--- src/rtl/idu_pair.sv ---
// Issue-pairing stage: turns a two-slot fetch packet into registered slot-0/slot-1
// issue packets, splitting conflicting pairs over two cycles and counting the splits.
module idu_pair #(
  parameter bit DUAL_EN = 1'b1,
  parameter int CNT_W   = 32
) (
  input  logic             clk,
  input  logic             rst,
  input  logic             in_i0_valid,
  input  logic [31:0]      in_i0_inst,
  input  logic             in_i1_valid,
  input  logic [31:0]      in_i1_inst,
  input  logic [31:0]      in_addr,
  output logic             stall_ifu,
  input  logic             stall_dec,
  input  logic             flush,
  output logic             is0_valid,
  output logic [31:0]      is0_inst,
  output logic [31:0]      is0_pc,
  output logic             is1_valid,
  output logic [31:0]      is1_inst,
  output logic [31:0]      is1_pc,
  output logic [CNT_W-1:0] split_cnt
);

  localparam logic [6:0] OP_LUI    = 7'b0110111;
  localparam logic [6:0] OP_AUIPC  = 7'b0010111;
  localparam logic [6:0] OP_JAL    = 7'b1101111;
  localparam logic [6:0] OP_JALR   = 7'b1100111;
  localparam logic [6:0] OP_BRANCH = 7'b1100011;
  localparam logic [6:0] OP_LOAD   = 7'b0000011;
  localparam logic [6:0] OP_STORE  = 7'b0100011;
  localparam logic [6:0] OP_OP     = 7'b0110011;
  localparam logic [6:0] OP_SYSTEM = 7'b1110011;

  typedef enum logic {PASS, SPLIT} state_t;

  function automatic logic rs1_used(input logic [31:0] inst);
    return !(inst[6:0] == OP_LUI || inst[6:0] == OP_AUIPC || inst[6:0] == OP_JAL);
  endfunction

  function automatic logic rs2_used(input logic [31:0] inst);
    return inst[6:0] == OP_OP || inst[6:0] == OP_STORE || inst[6:0] == OP_BRANCH;
  endfunction

  function automatic logic rd_written(input logic [31:0] inst);
    return !(inst[6:0] == OP_STORE || inst[6:0] == OP_BRANCH) && inst[11:7] != 5'd0;
  endfunction

  function automatic logic is_mem(input logic [31:0] inst);
    return inst[6:0] == OP_LOAD || inst[6:0] == OP_STORE;
  endfunction

  state_t           state_q, state_d;
  logic             raw_hz, conflict, cnt_inc;
  logic             nxt0_vld, nxt1_vld;
  logic [31:0]      nxt0_inst, nxt0_pc, nxt1_inst, nxt1_pc;
  logic             is0_vld_p1, is1_vld_p1;
  logic [31:0]      is0_inst_p1, is0_pc_p1, is1_inst_p1, is1_pc_p1;
  logic [CNT_W-1:0] split_cnt_p1;

  always_comb begin
    raw_hz = rd_written(in_i0_inst) &&
             ((rs1_used(in_i1_inst) && in_i1_inst[19:15] == in_i0_inst[11:7]) ||
              (rs2_used(in_i1_inst) && in_i1_inst[24:20] == in_i0_inst[11:7]));
    conflict = raw_hz
            || (is_mem(in_i0_inst) && is_mem(in_i1_inst))
            || in_i0_inst[6:0] == OP_JAL || in_i0_inst[6:0] == OP_JALR
            || in_i0_inst[6:0] == OP_BRANCH
            || in_i0_inst[6:0] == OP_SYSTEM || in_i1_inst[6:0] == OP_SYSTEM
            || !DUAL_EN;
  end

  // Stage p0 -> p1: pairing decision and next issue packet
  always_comb begin
    state_d   = state_q;
    stall_ifu = stall_dec;
    cnt_inc   = 1'b0;
    nxt0_vld  = 1'b0;
    nxt0_inst = in_i0_inst;
    nxt0_pc   = in_addr;
    nxt1_vld  = 1'b0;
    nxt1_inst = in_i1_inst;
    nxt1_pc   = in_addr | 32'd4;
    case (state_q)
      PASS: begin
        if (in_i0_valid && in_i1_valid) begin
          nxt0_vld = 1'b1;
          if (conflict) begin
            stall_ifu = 1'b1;
            state_d   = SPLIT;
            cnt_inc   = 1'b1;
          end else begin
            nxt1_vld = 1'b1;
          end
        end else if (in_i0_valid) begin
          nxt0_vld = 1'b1;
        end else if (in_i1_valid) begin
          nxt0_vld  = 1'b1;
          nxt0_inst = in_i1_inst;
          nxt0_pc   = in_addr | 32'd4;
        end
      end
      SPLIT: begin
        nxt0_vld  = in_i1_valid;
        nxt0_inst = in_i1_inst;
        nxt0_pc   = in_addr | 32'd4;
        state_d   = PASS;
      end
      default: state_d = PASS;
    endcase
  end

  always_ff @(posedge clk or posedge rst) begin
    if (rst) begin
      state_q      <= PASS;
      is0_vld_p1   <= 1'b0;
      is1_vld_p1   <= 1'b0;
      split_cnt_p1 <= '0;
    end else if (flush) begin
      state_q    <= PASS;
      is0_vld_p1 <= 1'b0;
      is1_vld_p1 <= 1'b0;
    end else if (!stall_dec) begin
      state_q      <= state_d;
      is0_vld_p1   <= nxt0_vld;
      is1_vld_p1   <= nxt1_vld;
      split_cnt_p1 <= split_cnt_p1 + {{(CNT_W-1){1'b0}}, cnt_inc};
    end
  end

  always_ff @(posedge clk) begin
    if (!stall_dec) begin
      is0_inst_p1 <= nxt0_inst;
      is0_pc_p1   <= nxt0_pc;
      is1_inst_p1 <= nxt1_inst;
      is1_pc_p1   <= nxt1_pc;
    end
  end

  assign is0_valid = is0_vld_p1;
  assign is0_inst  = is0_inst_p1;
  assign is0_pc    = is0_pc_p1;
  assign is1_valid = is1_vld_p1;
  assign is1_inst  = is1_inst_p1;
  assign is1_pc    = is1_pc_p1;
  assign split_cnt = split_cnt_p1;

endmodule

--- config.mk ---
export PLATFORM = sky130hd
export DESIGN_NAME = idu_pair
export DESIGN_NICKNAME = d
export VERILOG_FILES = /design/src/rtl/idu_pair.sv
export SDC_FILE = /design/constraint.sdc
export NUM_CORES = 1
export LEC_CHECK = 0
export CORE_MARGIN = 4
export CORE_UTILIZATION = 41
export DETAILED_ROUTE_END_ITERATION = 8
export PLACE_DENSITY = 0.78
export SLEW_MARGIN = 30
export SYNTH_ARGS = -nofsm -noshare
export SYNTH_HDL_FRONTEND = slang
export SYNTH_SLANG_ARGS = --single-unit
--- constraint.sdc ---
create_clock -name clk -period 3.95 [get_ports clk]
set_clock_uncertainty 0.2 [all_clocks]
set_input_delay 0.5925 -clock clk [delete_from_list [all_inputs] [get_ports clk]]
set_output_delay 0.5925 -clock clk [all_outputs]
set_load 0.05 [all_outputs]
---- Word level (Yosys, flattened, before mapping) ----
Index checks and enable logic that the tools add are counted.
word-level totals
  bits in registers ....................... 162
cells by class
  add/subtract/negate cells ............... 1
  equality and inequality tests ........... 17
  multiplexer cells ....................... 28
  bitwise operators ....................... 3
  reduce and logical (&&, ||, !) cells .... 24
operators by type and width
  cell                                                 count
  case mux 32 bit (2 select lines)                     2
  two-way mux 32 bit                                   3
  equality test 7 bit, second input constant           7
  adder 32 x 1 -> 32 bit                               1
  equality test 7 x 6 -> 1 bit, second input constant  4
  two-way mux 1 bit                                    18
  equality test 7 x 2 -> 1 bit, second input constant  2
  logical OR 1 bit                                     14
  equality test 5 bit                                  2
  two-way mux 3 bit                                    3
  equality test 7 x 5 -> 1 bit, second input constant  1
  logical AND 1 bit                                    6
  nonzero test 5 bit                                   1
  case mux 1 bit (2 select lines)                      2
  NOT 1 bit                                            3
  zero test 1 bit                                      2
  != test 2 x 1 -> 1 bit, second input constant        1
  AND reduction 2 bit                                  1

---- Depth between registers and ports, before layout ----
  depth in word-level cells ............... 18
  depth in mapped cells ................... 11
  mapped depth without buffers ............ 11

---- Worst setup path before layout ----
OpenSTA, ideal clock, no wires.
  kind .................................... in2out
  start point ............................. input port stall_dec
  end point ............................... output port stall_ifu
  arrival time ............................ 3912 ps
  data required time ...................... 3157 ps
  path slack .............................. -754 ps
  cell stages on the path ................. 2
  path buffers ............................ 0
  cell sequence ........................... inv_1 -> o21ai_0
between the ends
  longest elaborated chain between the ends .. 3
ends and longest elaborated chain
  what                   line  RTL
  start, declared        15    input logic stall_dec,
  two-way mux 1 bit      89    if (conflict) begin
  two-way mux 1 bit      87    if (in_i0_valid && in_i1_valid) begin
  two-way mux 1 bit (*)  85    case (state_q)
  end, declared          14    output logic stall_ifu,
Every way passes the cells marked *; elsewhere a longest branch is shown, timed or not.

---- Worst setup path after layout ----
  start point ............................. input port in_i0_inst[8]
  end point ............................... output port stall_ifu
between the ends
  longest elaborated chain between the ends .. 13
  elaborated cells between the ends (all ways) .. 17
ends and longest elaborated chain
  what                                           line    RTL
  start, declared                                10      input logic [31:0] in_i0_inst,
  equality test 5 bit, on equally long branches  64, 65
  logical AND 1 bit, on equally long branches    64, 65
  logical OR 1 bit                               64      ((rs1_used(in_i1_inst) && in_i1_inst[19:15] == in_i0_inst[11:7]) ||
  logical AND 1 bit (*)                          63      raw_hz = rd_written(in_i0_inst) &&
  logical OR 1 bit (*)                           67      || (is_mem(in_i0_inst) && is_mem(in_i1_inst))
  logical OR 1 bit (*) (2 in series)             68      || in_i0_inst[6:0] == OP_JAL || in_i0_inst[6:0] == OP_JALR
  logical OR 1 bit (*)                           69      || in_i0_inst[6:0] == OP_BRANCH
  logical OR 1 bit (*) (2 in series)             70      || in_i0_inst[6:0] == OP_SYSTEM || in_i1_inst[6:0] == OP_SYSTEM
  two-way mux 1 bit (*)                          89
  two-way mux 1 bit (*)                          87
  two-way mux 1 bit (*)                          85
Marks and branches as above.

==> flow_metrics.py <==
metrics = {
    "detailed_routing": {
        "routed_wirelength_mm": 15.17,
        "vias": 3761,
        "drc": 0,
        "vias_per_cell": 4.853,
        "drtAntennaViolNets": 0,
        "drt_iter0_markers": 129,
        "drtPass1Iterations": 5,
        "avgRoutedWirePerCell_um": 19.58,
    },
    "synth": {
        "synth_top_area_share": 0.5362,
        "synth-main-ff-cell": "edfxtp_1",
        "yosysSeqAreaShare": 0.6991,
        "syn_area_um2": 5376,
        "synth_fp_nets": 441,
        "synth-edff-count": 96,
        "synth_most_common_cell": "edfxtp_1",
        "async_flop_share": 0.2672,
        "synth.largest_area_cell": "edfxtp_1",
        "syn-mean-instance-area_um2": 15.95,
        "syn_inst": 337,
        "ys_top_cells_by_area": "edfxtp_1 54%, dfrtp_1 16%, mux2_2 7.1%",
        "ys_ff_latch": 131,
        "synth_cell_type_count": 40,
        "synthTopCellsByCount": "96 x edfxtp_1, 35 x dfrtp_1, 34 x mux2_2, 34 x xnor2_1, 32 x buf_4",
        "yosysWarnings": 0,
    },
    "power": {
        "ir_drop_mv": 0.3190,
        "p_seq_frac": 0.410,
        "p_switching_mw": 1.104,
        "leakage_nw": 3.241,
        "total_power_mw": 3.933,
        "comb_power_share": 0.210,
        "p_sw_frac": 0.2807,
        "pwr-share-clk": 0.380,
        "p_int_mw": 2.829,
        "power_density_nw_per_um2": 455.8,
    },
    "placement": {
        "dp.cells": 743,
        "hpwl_mm": 11.69,
        "io_buffers": 263,
        "gp_congestion": 0.7729,
        "pre_cts_ws_ns": 0.02397,
        "place_area_um2": 8051,
    },
    "global_routing": {
        "grtUsageMet3": 0.08203,
        "grt_pass1_vias": 4006,
        "grt_use_met2": 0.3720,
        "grt_max_degree": 99,
        "grt_overflow": 0,
        "busiest_layer": "met2",
        "grt_use_total": 0.2059,
        "antenna_found_initial": 0,
        "met1_usage": 0.2110,
        "grt_pass1_wl_mm": 22.75,
    },
    "critical_path": {
        "r2r_start": "state_q$_DFFE_PP0P_",
        "crit_path_top_delay_cell": "or4_1",
        "setup.worst_path.class": "in2out",
        "worstPathCellList": "clkdlybuf4s50_1, or4_1, o22ai_2, nor4_1, buf_4, nor3b_4, o21ai_0, buf_12",
        "cpPeakStageDelay_ns": 0.60,
        "startpoint_type": "primary input",
        "end_kind": "output port",
        "path_max_fanout": 4,
        "setup.worst_path.start": "in_i0_inst[8]",
        "cp.arrival_ns": 2.77,
        "critPathRequiredTime_ns": 3.16,
    },
    "clocking": {
        "clock_sink_count": 131,
        "cts_hold_buf": 0,
        "numCtsBuffers": 17,
        "cts.clk_slew.worst_paths_ns": 0.05,
        "clk-insertion-delay-late_ns": 0.41,
        "root_buffer": "clkbuf_16",
        "post_cts.repair.setup_buffers": 0,
        "cts_htree_levels": 4,
        "cts_tree": "done",
        "cts_resized": 0,
        "clk_path_buf_depth": 2,
    },
    "timing": {
        "fin_crit_sh": 0.9018,
        "slew_viol_final": 0,
        "period_minus_slack_ns": 3.562,
        "timing.fmax_mhz": 280.7,
        "rsz0062_at_grt": "false",
        "tightest_slew_ns": 0.5998,
        "setup_tns_ns": 0,
        "relSlewSlack": 0.5989,
        "setup_violations": 0,
        "worst_slack_ns": 0.3879,
        "hold_viol": 0,
        "whs_ns": 0.2754,
    },
    "floorplan": {
        "initial_core_util": 0.4226,
        "rows": 41,
        "dieArea_um2": 15010,
        "core_area_um2": 12720,
        "die_height_um": 122.5,
        "io_pins": 265,
        "die_w_um": 122.5,
    },
    "min_path": {
        "min_from": "split_cnt[31]$_DFFE_PP0P_",
        "hold_class": "reg2reg",
    },
    "cells_and_area": {
        "finalNetCount": 694,
        "diodes": 0,
        "final_cells": 775,
        "stdcell_area_um2": 8628,
        "multi_input_area_um2": 1359,
        "drive_above_1_share": 0.1393,
        "utilization": 0.6782,
        "fillers": 939,
        "area.sequential_um2": 3759,
        "area_delta_synth_final_pct": 60.48,
    },
    "job": {
        "maxCapViolCount": 0,
    },
    "outcome": {
        "status": "finished, final reports clean",
    },
}
==> state kept, by name (all words and copies together) (netlist names) <==
signal,count
is0_inst,32
is1_pc,31
is0_valid,1
split_cnt,32
is1_valid,1
is0_pc,1
is1_inst,32
state_q,1
==> worst max-delay path: cells and delay by family <==
kind / cells / cell delay, ns
AO/OA/AOI/OAI: 2 / 0.37
buffers and inverters: 3 / 0.84
AND/OR/NAND/NOR: 3 / 0.95
==> path summary, 6_finish.rpt <==
path | endpoint | slack (ns) | depth (start not counted)
max in group asynchronous | split_cnt[0]$_DFFE_PP0P_ | 2.51 | 3
min in group asynchronous | split_cnt[22]$_DFFE_PP0P_ | 0.36 | 2
setup / recovery | stall_ifu | 0.39 | 8
setup reg to reg | split_cnt[18]$_DFFE_PP0P_ | 1.37 | 9
hold / removal | split_cnt[31]$_DFFE_PP0P_ | 0.28 | 1
hold reg to reg | split_cnt[31]$_DFFE_PP0P_ | 0.28 | 1
==> cell families after synthesis <==
family	Yosys count	synth area share
adder cells (fa/ha/maj)	2	0.004654
buffers and inverters	39	0.05027
multiplexers	34	0.07121
AND/OR/NAND/NOR	79	0.09309
other	1	0.0006975
XOR/XNOR	40	0.06516
flip-flops	131	0.6991
AO/OA/AOI/OAI	11	0.01583
==> per-layer routing <==
metal | up-vias | share of wire | wire (um)
met5 | - | 0 | 0
met4 | 0 | 0.027 | 411
met3 | 29 | 0.095 | 1446
met2 | 177 | 0.52 | 7918
met1 | 1825 | 0.36 | 5397
li1 | 1730 | - | -
==> power groups by stage <==
stage,sequential (mW),clock (mW),combinational (mW)
finish,1.61,1.49,0.824
global route,1.62,1.59,0.855
CTS,1.62,1.53,0.831
detailed placement,1.64,0,0.829
global placement,1.64,0,0.820
floorplan,1.93,0,0.213
==> cell type report <==
| type | count | share of cell area |
|---|---|---|
| inverters | 4 | 0.002175 |
| clock inverters | 9 | 0.008991 |
| multi-input cells | 167 | 0.1575 |
| repair buffers | 269 | 0.3129 |
| clock buffers | 23 | 0.05786 |
| well taps | 172 | 0.02494 |
| flip-flops and latches | 131 | 0.4356 |
==> layout by cell type (no fill, tap or decap), types with 2 or more instances in the layout <==
cell type,n
clkbuf_8,3
inv_1,3
nand3_1,12
ha_1,2
clkdlybuf4s50_1,262
nor4_4,2
buf_4,5
nand3_2,2
and4_1,5
nand2b_1,2
nand2_1,20
clkbuf_16,18
o21ai_0,2
dfrtp_1,35
nand4_1,8
nor3_1,3
xor2_1,6
clkinv_2,5
or3_1,2
nor2_1,9
mux2_2,34
edfxtp_1,96
a21oi_1,2
buf_12,2
clkbuf_1,2
and2_1,3
xnor2_1,34
clkinvlp_4,4
Power figures use the tool's default switching activity.
